### src/rtl/cp0_pkg.sv
// Shared CP0 register numbers, exception codes and SR/Cause field positions
// for the M-stage coprocessor-0 block.
package cp0_pkg;

  localparam logic [4:0] CP0_BADVADDR = 5'd8;
  localparam logic [4:0] CP0_COUNT    = 5'd9;
  localparam logic [4:0] CP0_COMPARE  = 5'd11;
  localparam logic [4:0] CP0_SR       = 5'd12;
  localparam logic [4:0] CP0_CAUSE    = 5'd13;
  localparam logic [4:0] CP0_EPC      = 5'd14;
  localparam logic [4:0] CP0_PRID     = 5'd15;

  localparam logic [4:0] EXC_INT  = 5'd0;
  localparam logic [4:0] EXC_ADEL = 5'd4;
  localparam logic [4:0] EXC_ADES = 5'd5;
  localparam logic [4:0] EXC_SYS  = 5'd8;
  localparam logic [4:0] EXC_RI   = 5'd10;
  localparam logic [4:0] EXC_OV   = 5'd12;

  localparam int SR_IE     = 0;
  localparam int SR_EXL    = 1;
  localparam int SR_IM_LO  = 8;
  localparam int CAUSE_SW_LO = 8;

  // Address-error codes are the only ones that latch BadVAddr.
  function automatic logic is_addr_exc(input logic [4:0] code);
    return (code == EXC_ADEL) || (code == EXC_ADES);
  endfunction

endpackage

### src/rtl/cp0_count_compare.sv
// Free-running Count, Compare and the sticky timer-interrupt flag TI.
module cp0_count_compare (
  input  logic        clk,
  input  logic        reset,
  input  logic        count_we,
  input  logic        compare_we,
  input  logic [31:0] dataIn,
  output logic [31:0] count,
  output logic [31:0] compare,
  output logic        ti
);

  always_ff @(posedge clk) begin
    if (reset) begin
      count   <= '0;
      compare <= '0;
      ti      <= 1'b0;
    end else begin
      count <= count_we ? dataIn : count + 32'd1;
      // A Compare write in the matching cycle suppresses the set.
      if (compare_we) begin
        compare <= dataIn;
        ti      <= 1'b0;
      end else if ((count == compare) && (compare != '0)) begin
        ti <= 1'b1;
      end
    end
  end

endmodule

### src/rtl/cp0_timer_ctrl.sv
// M-stage coprocessor 0: SR/Cause/EPC/PRId/BadVAddr, optional Count/Compare
// timer, and the exception/interrupt entry decision driving Req.
module cp0_timer_ctrl
  import cp0_pkg::*;
#(
  parameter int          NUM_HW_INT = 6,
  parameter logic [31:0] PRID_VALUE = 32'h0000_0000,
  parameter bit          HAS_TIMER  = 1'b1
) (
  input  logic                  clk,
  input  logic                  reset,
  input  logic                  WE,
  input  logic [4:0]            regAddr,
  input  logic [31:0]           dataIn,
  input  logic [31:0]           PCnow,
  input  logic [31:0]           badAddrIn,
  input  logic [NUM_HW_INT-1:0] INTcodeIn,
  input  logic [4:0]            EXCcodeIn,
  input  logic                  if_delaybanch,
  input  logic                  if_eret,
  output logic [31:0]           EPCout,
  output logic [31:0]           dataOut,
  output logic                  Req,
  output logic                  timer_irq
);

  logic [31:0] sr, epc, badvaddr, count, compare, cause;
  logic [5:0]  int_ext, ip_hw_q;
  logic [1:0]  ip_sw;
  logic [7:0]  ip, pend;
  logic [4:0]  exc_code;
  logic        bd, ti, int_req, exc_req, wr;

  always_comb begin
    int_ext = '0;
    int_ext[NUM_HW_INT-1:0] = INTcodeIn;
  end

  // ti is tied low without the timer, so IP[15] degrades to the hw line.
  assign ip    = {ip_hw_q[5] | ti, ip_hw_q[4:0], ip_sw};
  assign pend  = ip & sr[SR_IM_LO +: 8];
  assign int_req = ~sr[SR_EXL] & sr[SR_IE] & (|pend);
  assign exc_req = ~sr[SR_EXL] & (EXCcodeIn != EXC_INT);
  assign Req     = int_req | exc_req;
  assign wr      = WE & ~Req;

  assign cause     = {bd, ti, 14'b0, ip, 1'b0, exc_code, 2'b00};
  assign EPCout    = epc;
  assign timer_irq = ti;

  generate
    if (HAS_TIMER) begin : g_timer
      cp0_count_compare u_cc (
        .clk        (clk),
        .reset      (reset),
        .count_we   (wr && (regAddr == CP0_COUNT)),
        .compare_we (wr && (regAddr == CP0_COMPARE)),
        .dataIn     (dataIn),
        .count      (count),
        .compare    (compare),
        .ti         (ti)
      );
    end else begin : g_no_timer
      assign count   = '0;
      assign compare = '0;
      assign ti      = 1'b0;
    end
  endgenerate

  always_ff @(posedge clk) begin
    if (reset) begin
      sr       <= '0;
      epc      <= '0;
      badvaddr <= '0;
      ip_hw_q  <= '0;
      ip_sw    <= '0;
      exc_code <= '0;
      bd       <= 1'b0;
    end else begin
      ip_hw_q <= int_ext;
      if (Req) begin
        exc_code    <= int_req ? EXC_INT : EXCcodeIn;
        sr[SR_EXL]  <= 1'b1;
        bd          <= if_delaybanch;
        epc         <= if_delaybanch ? PCnow - 32'd4 : PCnow;
        if (!int_req && is_addr_exc(EXCcodeIn))
          badvaddr <= badAddrIn;
      end else begin
        if (wr && (regAddr == CP0_SR))    sr    <= dataIn;
        // Later assignment: eret's EXL clear lands on top of an SR write.
        if (if_eret)                      sr[SR_EXL] <= 1'b0;
        if (wr && (regAddr == CP0_CAUSE)) ip_sw <= dataIn[CAUSE_SW_LO +: 2];
        if (wr && (regAddr == CP0_EPC))   epc   <= {dataIn[31:2], 2'b00};
      end
    end
  end

  always_comb begin
    dataOut = '0;
    case (regAddr)
      CP0_BADVADDR: dataOut = badvaddr;
      CP0_COUNT:    dataOut = count;
      CP0_COMPARE:  dataOut = compare;
      CP0_SR:       dataOut = sr;
      CP0_CAUSE:    dataOut = cause;
      CP0_EPC:      dataOut = epc;
      CP0_PRID:     dataOut = PRID_VALUE;
      default:      dataOut = '0;
    endcase
  end

endmodule
### config.mk
export PLATFORM = sky130hd
export DESIGN_NAME = cp0_timer_ctrl
export DESIGN_NICKNAME = d
export VERILOG_FILES = /design/src/rtl/cp0_pkg.sv /design/src/rtl/cp0_count_compare.sv /design/src/rtl/cp0_timer_ctrl.sv
export SDC_FILE = /design/constraint.sdc
export NUM_CORES = 1
export LEC_CHECK = 0
export ABC_AREA = 1
export BUFFER_PORTS_ARGS = -buffer_cell sky130_fd_sc_hd__buf_4
export CORE_UTILIZATION = 57
export CTS_CLUSTER_SIZE = 40
export DETAILED_ROUTE_END_ITERATION = 8
export PLACE_DENSITY_LB_ADDON = 0.05
export SETUP_SLACK_MARGIN = 0.2
export SYNTH_ARGS = -nofsm -noshare
export SYNTH_HDL_FRONTEND = slang
export SYNTH_HIERARCHICAL = 1
export SYNTH_SLANG_ARGS = --single-unit
### constraint.sdc
create_clock -name clk -period 3 [get_ports clk]
set_clock_uncertainty 0.1 [all_clocks]
set_input_delay 0.3 -clock clk [delete_from_list [all_inputs] [get_ports clk]]
set_output_delay 0.3 -clock clk [all_outputs]
set_load 0.01 [all_outputs]
==> results.py, run 1 <==
metrics = {
    "layout": {
        "mostFrequentLayoutCell": "nand2_1",
        "drive_gt1_frac": 0.161,
        "antenna_cells": 0,
        "fin_nets": 1816,
        "area.growth.synth_to_final_pct": 21.2,
        "fillers": 1504,
        "final_cell_mix": "376 x nand2_1, 203 x buf_4, 185 x nor2_1, 176 x inv_1, 175 x dfxtp_1",
        "multiInputGateArea_um2": 5520,
        "ff_latch_area_um2": 3500,
    },
    "logic_synthesis": {
        "ys_warn_count": 6,
        "syn_inst": 1547,
        "ys_types": 43,
        "syn_area_um2": 10000,
        "yosysSeqAreaShare": 0.349,
        "syn_area_per_cell_um2": 6.49,
        "ys_ff_latch": 175,
        "syn_nets": 1666,
    },
    "clock_tree": {
        "postCtsSetupBuffers": 0,
        "clk_root_buffer_cell": "clkbuf_16",
        "cts_tree": "done",
        "cts.clk_slew.worst_paths_ns": 0.07,
        "numCtsBuffers": 17,
        "h-tree-depth": 4,
        "cts.sinks": 175,
        "clk_latency_ns": 0.44,
        "clk_path_buf_depth": 2,
    },
    "worst_setup_path": {
        "slowest_delay_ns": 0.77,
        "reg2reg_depth": 10,
        "crit_chain": "o21ai_0 > nand3_1 > nand2_2 > nand2_4 > clkinv_2 > nand2_1 > nor2_1 > inv_1 > o21ai_0 > a21oi_1",
        "r2r-end": "g_timer.u_cc/compare[21]",
        "reg2reg_from": "g_timer.u_cc/ti",
        "cp_common_cell": "o21ai_0",
        "crit_required_ns": 3.24,
        "cp-start-kind": "flip-flop",
        "worstSetupPathType": "reg2reg",
        "cp_num_buf_inv": 2,
        "crit_fanout": 39,
        "critPathTopFamily": "buffers and inverters",
        "rrSetupSlack_ns": 0.47,
        "crit_arrival_ns": 2.77,
        "crit_path_end_kind": "flip-flop",
        "cpMaxStageDelayCell": "inv_1",
    },
    "timing": {
        "worst_slew_pin_slew_ns": 1.06,
        "slew_headroom": 0.289,
        "drv_slew": 0,
        "setup_violations": 0,
        "rsz0062_at_grt": "false",
        "fin_crit_sh": 0.843,
        "tns_ns": 0,
        "min_period_ns": 2.53,
        "hold_viol_final": 0,
        "fmax_mhz": 396,
    },
    "routing": {
        "wl_per_cell_um": 18.5,
        "num_vias": 11277,
        "post-route-drc-count": 0,
        "firstDrtPassIters": 6,
        "drt_iter0_markers": 961,
        "ant_nets": 0,
        "vias_per_cell": 5.83,
        "routed_wl_um": 35800,
    },
    "die": {
        "pin_count": 183,
        "core_um2": 17200,
        "fp.dieArea_um2": 18100,
        "num_rows": 48,
        "die_h_um": 135,
        "die_x_um": 135,
        "start_util": 0.582,
    },
    "power_and_ir_drop": {
        "combinationalPowerShare": 0.132,
        "p_sw_mw": 1.51,
        "p_int_mw": 3.95,
        "seq_power_share": 0.453,
        "peakVddDrop_mv": 0.408,
        "p_per_area_nw_per_um2": 449,
        "p_leak_nw": 5.35,
        "p_sw_frac": 0.277,
        "finalPower_mw": 5.46,
        "power.clock.fraction": 0.415,
    },
    "place": {
        "gp_congestion": 0.952,
        "port_buffers": 182,
        "dpl.hpwl_um": 27000,
    },
    "hold_path": {
        "worst_hold_path_type": "in2reg",
        "hold_depth": 3,
        "hold_end": "ip_hw_q[4]",
        "hold_start": "INTcodeIn[4]",
    },
    "global_route": {
        "grt_max_degree": 59,
        "grt_usage": 0.388,
        "grt_pass1_wl_um": 53800,
        "grt_pass1_vias": 10028,
        "overflow": 0,
        "antenna_found_initial": 0,
    },
    "run": {
        "max_cap_viol_count": 0,
    },
    "outcome": {
        "status": "finished, final reports clean",
    },
}
through the flow:
step           instance area (um^2)  instances   util  worst slack (ns)  hold WS [ns]
6_report                      12200       1934  0.705             0.472        0.0157
5_1_grt                       12200       1934  0.705             0.208        0.0147
4_1_cts                       12200       1934  0.705             0.529        0.0101
3_5_place_dp                  11500       1898  0.668             0.504         0.345
3_3_place_gp                  11500       1898  0.668             0.542         0.338
2_1_floorplan                 10000       1547      -             0.702         0.307
registers in the layout, indices dropped and copies added (netlist names):
register	count
g_timer.u_cc/ti	1
g_timer.u_cc/compare	32
EPCout	32
exc_code	5
bd	1
g_timer.u_cc/count	32
ip_hw_q	6
ip_sw	2
sr	32
badvaddr	32
worst min-delay path, cell delays in order:
cell and delay, ns:
buf_4 0.09, inv_1 0.04, nor2_1 0.08
worst max path at each step:
stage	startpoint	end	depth (start not counted)
after floorplan	g_timer.u_cc/ti	g_timer.u_cc/compare[12]	14
after global placement	regAddr[4]	EPCout[23]	10
after detailed placement	regAddr[4]	EPCout[31]	10
after CTS	g_timer.u_cc/ti	g_timer.u_cc/compare[21]	10
after global routing	g_timer.u_cc/ti	g_timer.u_cc/compare[21]	10
final	g_timer.u_cc/ti	g_timer.u_cc/compare[21]	10
metal layers:
metal / track usage / up-vias / part of all wire
li1: - / 5361 / -
met1: 0.496 / 5199 / 0.41
met2: 0.652 / 606 / 0.47
met3: 0.0604 / 111 / 0.080
met4: 0.160 / 0 / 0.040
met5: 0 / - / 0
power groups by stage:
stage | Combinational, mW | Clock (mW) | Sequential [mW]
floorplan | 0.333 | 0 | 2.52
global placement | 0.691 | 0 | 2.52
detailed placement | 0.699 | 0 | 2.52
CTS | 0.709 | 2.26 | 2.47
global route | 0.777 | 2.36 | 2.48
finish | 0.722 | 2.26 | 2.48
area by class of cell:
cell class	count	area share
inverter	183	0.0567
clock inverter	13	0.0128
sequential	175	0.288
clock buffer	18	0.0361
timing repair buffer	208	0.129
multi-input combinational	1112	0.454
tap	225	0.0232
Yosys cell counts:
master | instances | area, um^2
a211oi_1 | 2 | 15.0
a21oi_1 | 140 | 701
a221oi_1 | 9 | 78.8
a22o_1 | 3 | 26.3
a22oi_1 | 32 | 240
a31oi_1 | 2 | 12.5
and3_1 | 1 | 6.26
buf_1 | 4 | 15.0
buf_2 | 8 | 40.0
buf_4 | 4 | 30.0
buf_6 | 3 | 33.8
clkbuf_1 | 57 | 214
clkbuf_2 | 1 | 5.00
clkinv_1 | 1 | 3.75
clkinv_2 | 2 | 10.0
dfxtp_1 | 175 | 3500
ha_1 | 2 | 25.0
inv_1 | 176 | 661
inv_2 | 4 | 15.0
nand2_1 | 376 | 1410
nand2_2 | 9 | 56.3
nand2_4 | 2 | 22.5
nand3_1 | 56 | 280
nand3_2 | 4 | 40.0
nand3_4 | 1 | 17.5
nand3b_1 | 6 | 45.0
nand4_1 | 45 | 282
nand4_2 | 1 | 12.5
nor2_1 | 186 | 698
nor2_2 | 6 | 37.5
nor2_4 | 4 | 45.0
nor3_1 | 14 | 70.1
nor3_2 | 6 | 60.1
nor3_4 | 1 | 16.3
nor4_2 | 1 | 12.5
o2111ai_1 | 17 | 149
o211a_1 | 1 | 10.0
o211ai_1 | 7 | 52.6
o21ai_0 | 123 | 616
o21ai_1 | 4 | 20.0
o21bai_1 | 1 | 7.51
xnor2_1 | 24 | 210
xor2_1 | 26 | 228
kinds of logic (layout without fill, tap and decap cells):
family                     after synthesis  count (layout)  synth area share
AOI/OAI and AO/OA                      341             341             0.192
adders and majority gates                2               2           0.00249
DFF                                    175             175             0.349
and+or+nand+nor                        719             719             0.310
buffers and inverters                  260             422             0.102
xor gates and xnor gates                50              50            0.0436
what timing repair did:
item / in CTS / in global routing
hold buffers: 5 / 0
gates resized for setup: 0 / 0
endpoints found under the hold margin: 5 / 0
Note: power is estimated with default switching activity, not from simulation.
==> run 2: changes to the inputs <==
Clock period 3 ns to 2.6 ns, I/O delays scaled along.
==> results.py, run 2 (synthesis results as in run 1) <==
metrics = {
    "outcome": {
        "status": "finished, final reports clean",
    },
    "global_route": {
        "grtUsageMet1": 0.485,
        "antenna_found_initial": 0,
        "use_met2": 0.657,
        "top_usage_layer": "met2",
        "grt_max_degree": 59,
        "met3_usage": 0.0724,
        "grt_usage": 0.396,
        "grt_pass1_vias": 10446,
        "grt_pass1_wl_um": 55100,
        "overflow": 0,
    },
    "routing": {
        "firstDrtPassIters": 6,
        "routed_wl_um": 36600,
        "drt_iter0_markers": 1326,
        "wl_per_cell_um": 18.9,
        "vias_per_cell": 5.88,
        "num_vias": 11396,
        "ant_nets": 0,
        "post-route-drc-count": 0,
    },
    "place": {
        "gp_congestion": 0.950,
        "dpl.hpwl_um": 27300,
        "port_buffers": 182,
        "dpl_cell_area_um2": 11600,
        "placed_cells": 1898,
    },
    "hold_path": {
        "hold_depth": 3,
        "worst_hold_path_type": "in2reg",
    },
    "die": {
        "die_h_um": 135,
        "num_rows": 48,
        "fp.dieArea_um2": 18100,
        "core_um2": 17200,
        "start_util": 0.582,
        "pin_count": 183,
        "die_x_um": 135,
    },
    "worst_setup_path": {
        "cpMaxStageDelayCell": "a221oi_1",
        "cp-start-kind": "primary input",
        "worstSetupPathType": "in2out",
        "reg2reg_depth": 15,
        "crit_arrival_ns": 1.95,
        "slowest_delay_ns": 0.48,
        "cp_common_cell": "buf_4",
        "crit_path_end_kind": "primary output",
        "crit_required_ns": 2.24,
        "crit_fanout": 26,
        "crit_chain": "buf_4 > nand2_1 > nor2_2 > inv_4 > nor2_1 > a221oi_1 > nand3_1 > buf_4",
    },
    "clock_tree": {
        "cts_tree": "done",
        "clk_path_buf_depth": 2,
        "h-tree-depth": 4,
        "cts.clk_slew.worst_paths_ns": 0.07,
        "clk_latency_ns": 0.43,
        "clk_root_buffer_cell": "clkbuf_16",
        "numCtsBuffers": 17,
        "cts.sinks": 175,
        "postCtsSetupBuffers": 0,
    },
    "layout": {
        "ff_latch_area_um2": 3500,
        "fin_nets": 1821,
        "mostFrequentLayoutCell": "nand2_1",
        "area.growth.synth_to_final_pct": 22.3,
        "stdcell_area_um2": 12300,
        "final_cell_mix": "376 x nand2_1, 198 x buf_4, 185 x nor2_1, 176 x inv_1, 175 x dfxtp_1",
        "instances_no_fill": 1939,
        "drive_gt1_frac": 0.162,
        "multiInputGateArea_um2": 5520,
        "fillers": 1514,
        "antenna_cells": 0,
    },
    "power_and_ir_drop": {
        "p_leak_nw": 5.40,
        "p_per_area_nw_per_um2": 520,
        "peakVddDrop_mv": 0.467,
    },
    "timing": {
        "whs_ns": 0.00871,
        "hold_viol_final": 0,
        "tns_ns": 0,
        "setup_violations": 0,
        "worst_slew_pin_slew_ns": 1.22,
        "fmax_mhz": 432,
        "slew_headroom": 0.187,
        "rsz0062_at_grt": "false",
        "fin_crit_sh": 0.890,
        "drv_slew": 0,
        "min_period_ns": 2.31,
    },
    "run": {
        "max_cap_viol_count": 0,
    },
}
## run 2: cell types whose count changed in the layout (fill, tap and decap cells not counted), sizes merged
cell         previous run  this run
clkinv                  7         6
clkbuf                 18        17
dlygate4sd3             5        10
inv                   184       185
bufinv                  2         3
## run 2: what timing repair did
| item | 4_1_cts | 5_1_grt |
|---|---|---|
| resized for setup | 1 | 3 |
| endpoints found under the setup margin | 3 | 11 |
| endpoints found under the hold margin | 10 | 0 |
| hold buffers | 10 | 0 |
## run 2: worst max-delay path: cells and delay by family
family                 cells  cell delay [ns]
AO/OA/AOI/OAI              1             0.48
buffers and inverters      3             0.58
AND/OR/NAND/NOR            4             0.61
## run 2: final timing paths
kind,slack (ns),start,to
worst max-delay path,0.29,regAddr[3],dataOut[2]
worst min-delay path,0.009,badAddrIn[3],badvaddr[3]
worst max register to register,0.35,sr[8],g_timer.u_cc/count[9]
worst min register to register,0.35,badvaddr[17],badvaddr[17]
## run 2: report_power, final
part	leakage, nW	total [mW]	switching [mW]	internal, mW
registers	1.42	2.85	0.0853	2.77
logic	3.69	0.849	0.508	0.341
clock network	0.290	2.68	1.16	1.53
## run 2: stage by stage
| stage | total power [mW] | utilization | setup slack [ns] |
|---|---|---|---|
| after floorplan | 3.29 | - | 0.302 |
| after global placement | 3.72 | 0.670 | 0.150 |
| after detailed placement | 3.72 | 0.670 | 0.160 |
| after CTS | 6.36 | 0.711 | 0.268 |
| after global routing | 6.57 | 0.712 | 0.202 |
| final | 6.39 | 0.712 | 0.287 |
## run 2: routing by layer
layer / vias up / part of all wire / wire (um)
met5: - / 0 / 0
met4: 0 / 0.052 / 1890
met3: 127 / 0.087 / 3180
met2: 684 / 0.47 / 17300
met1: 5215 / 0.39 / 14200
li1: 5370 / - / -
## run 2: cell type report
type | count | share of cell area
inverters | 183 | 0.0564
flip-flops and latches | 175 | 0.285
clock inverters | 14 | 0.0149
multi-input cells | 1112 | 0.450
clock buffers | 17 | 0.0347
well taps | 225 | 0.0229
repair buffers | 213 | 0.136
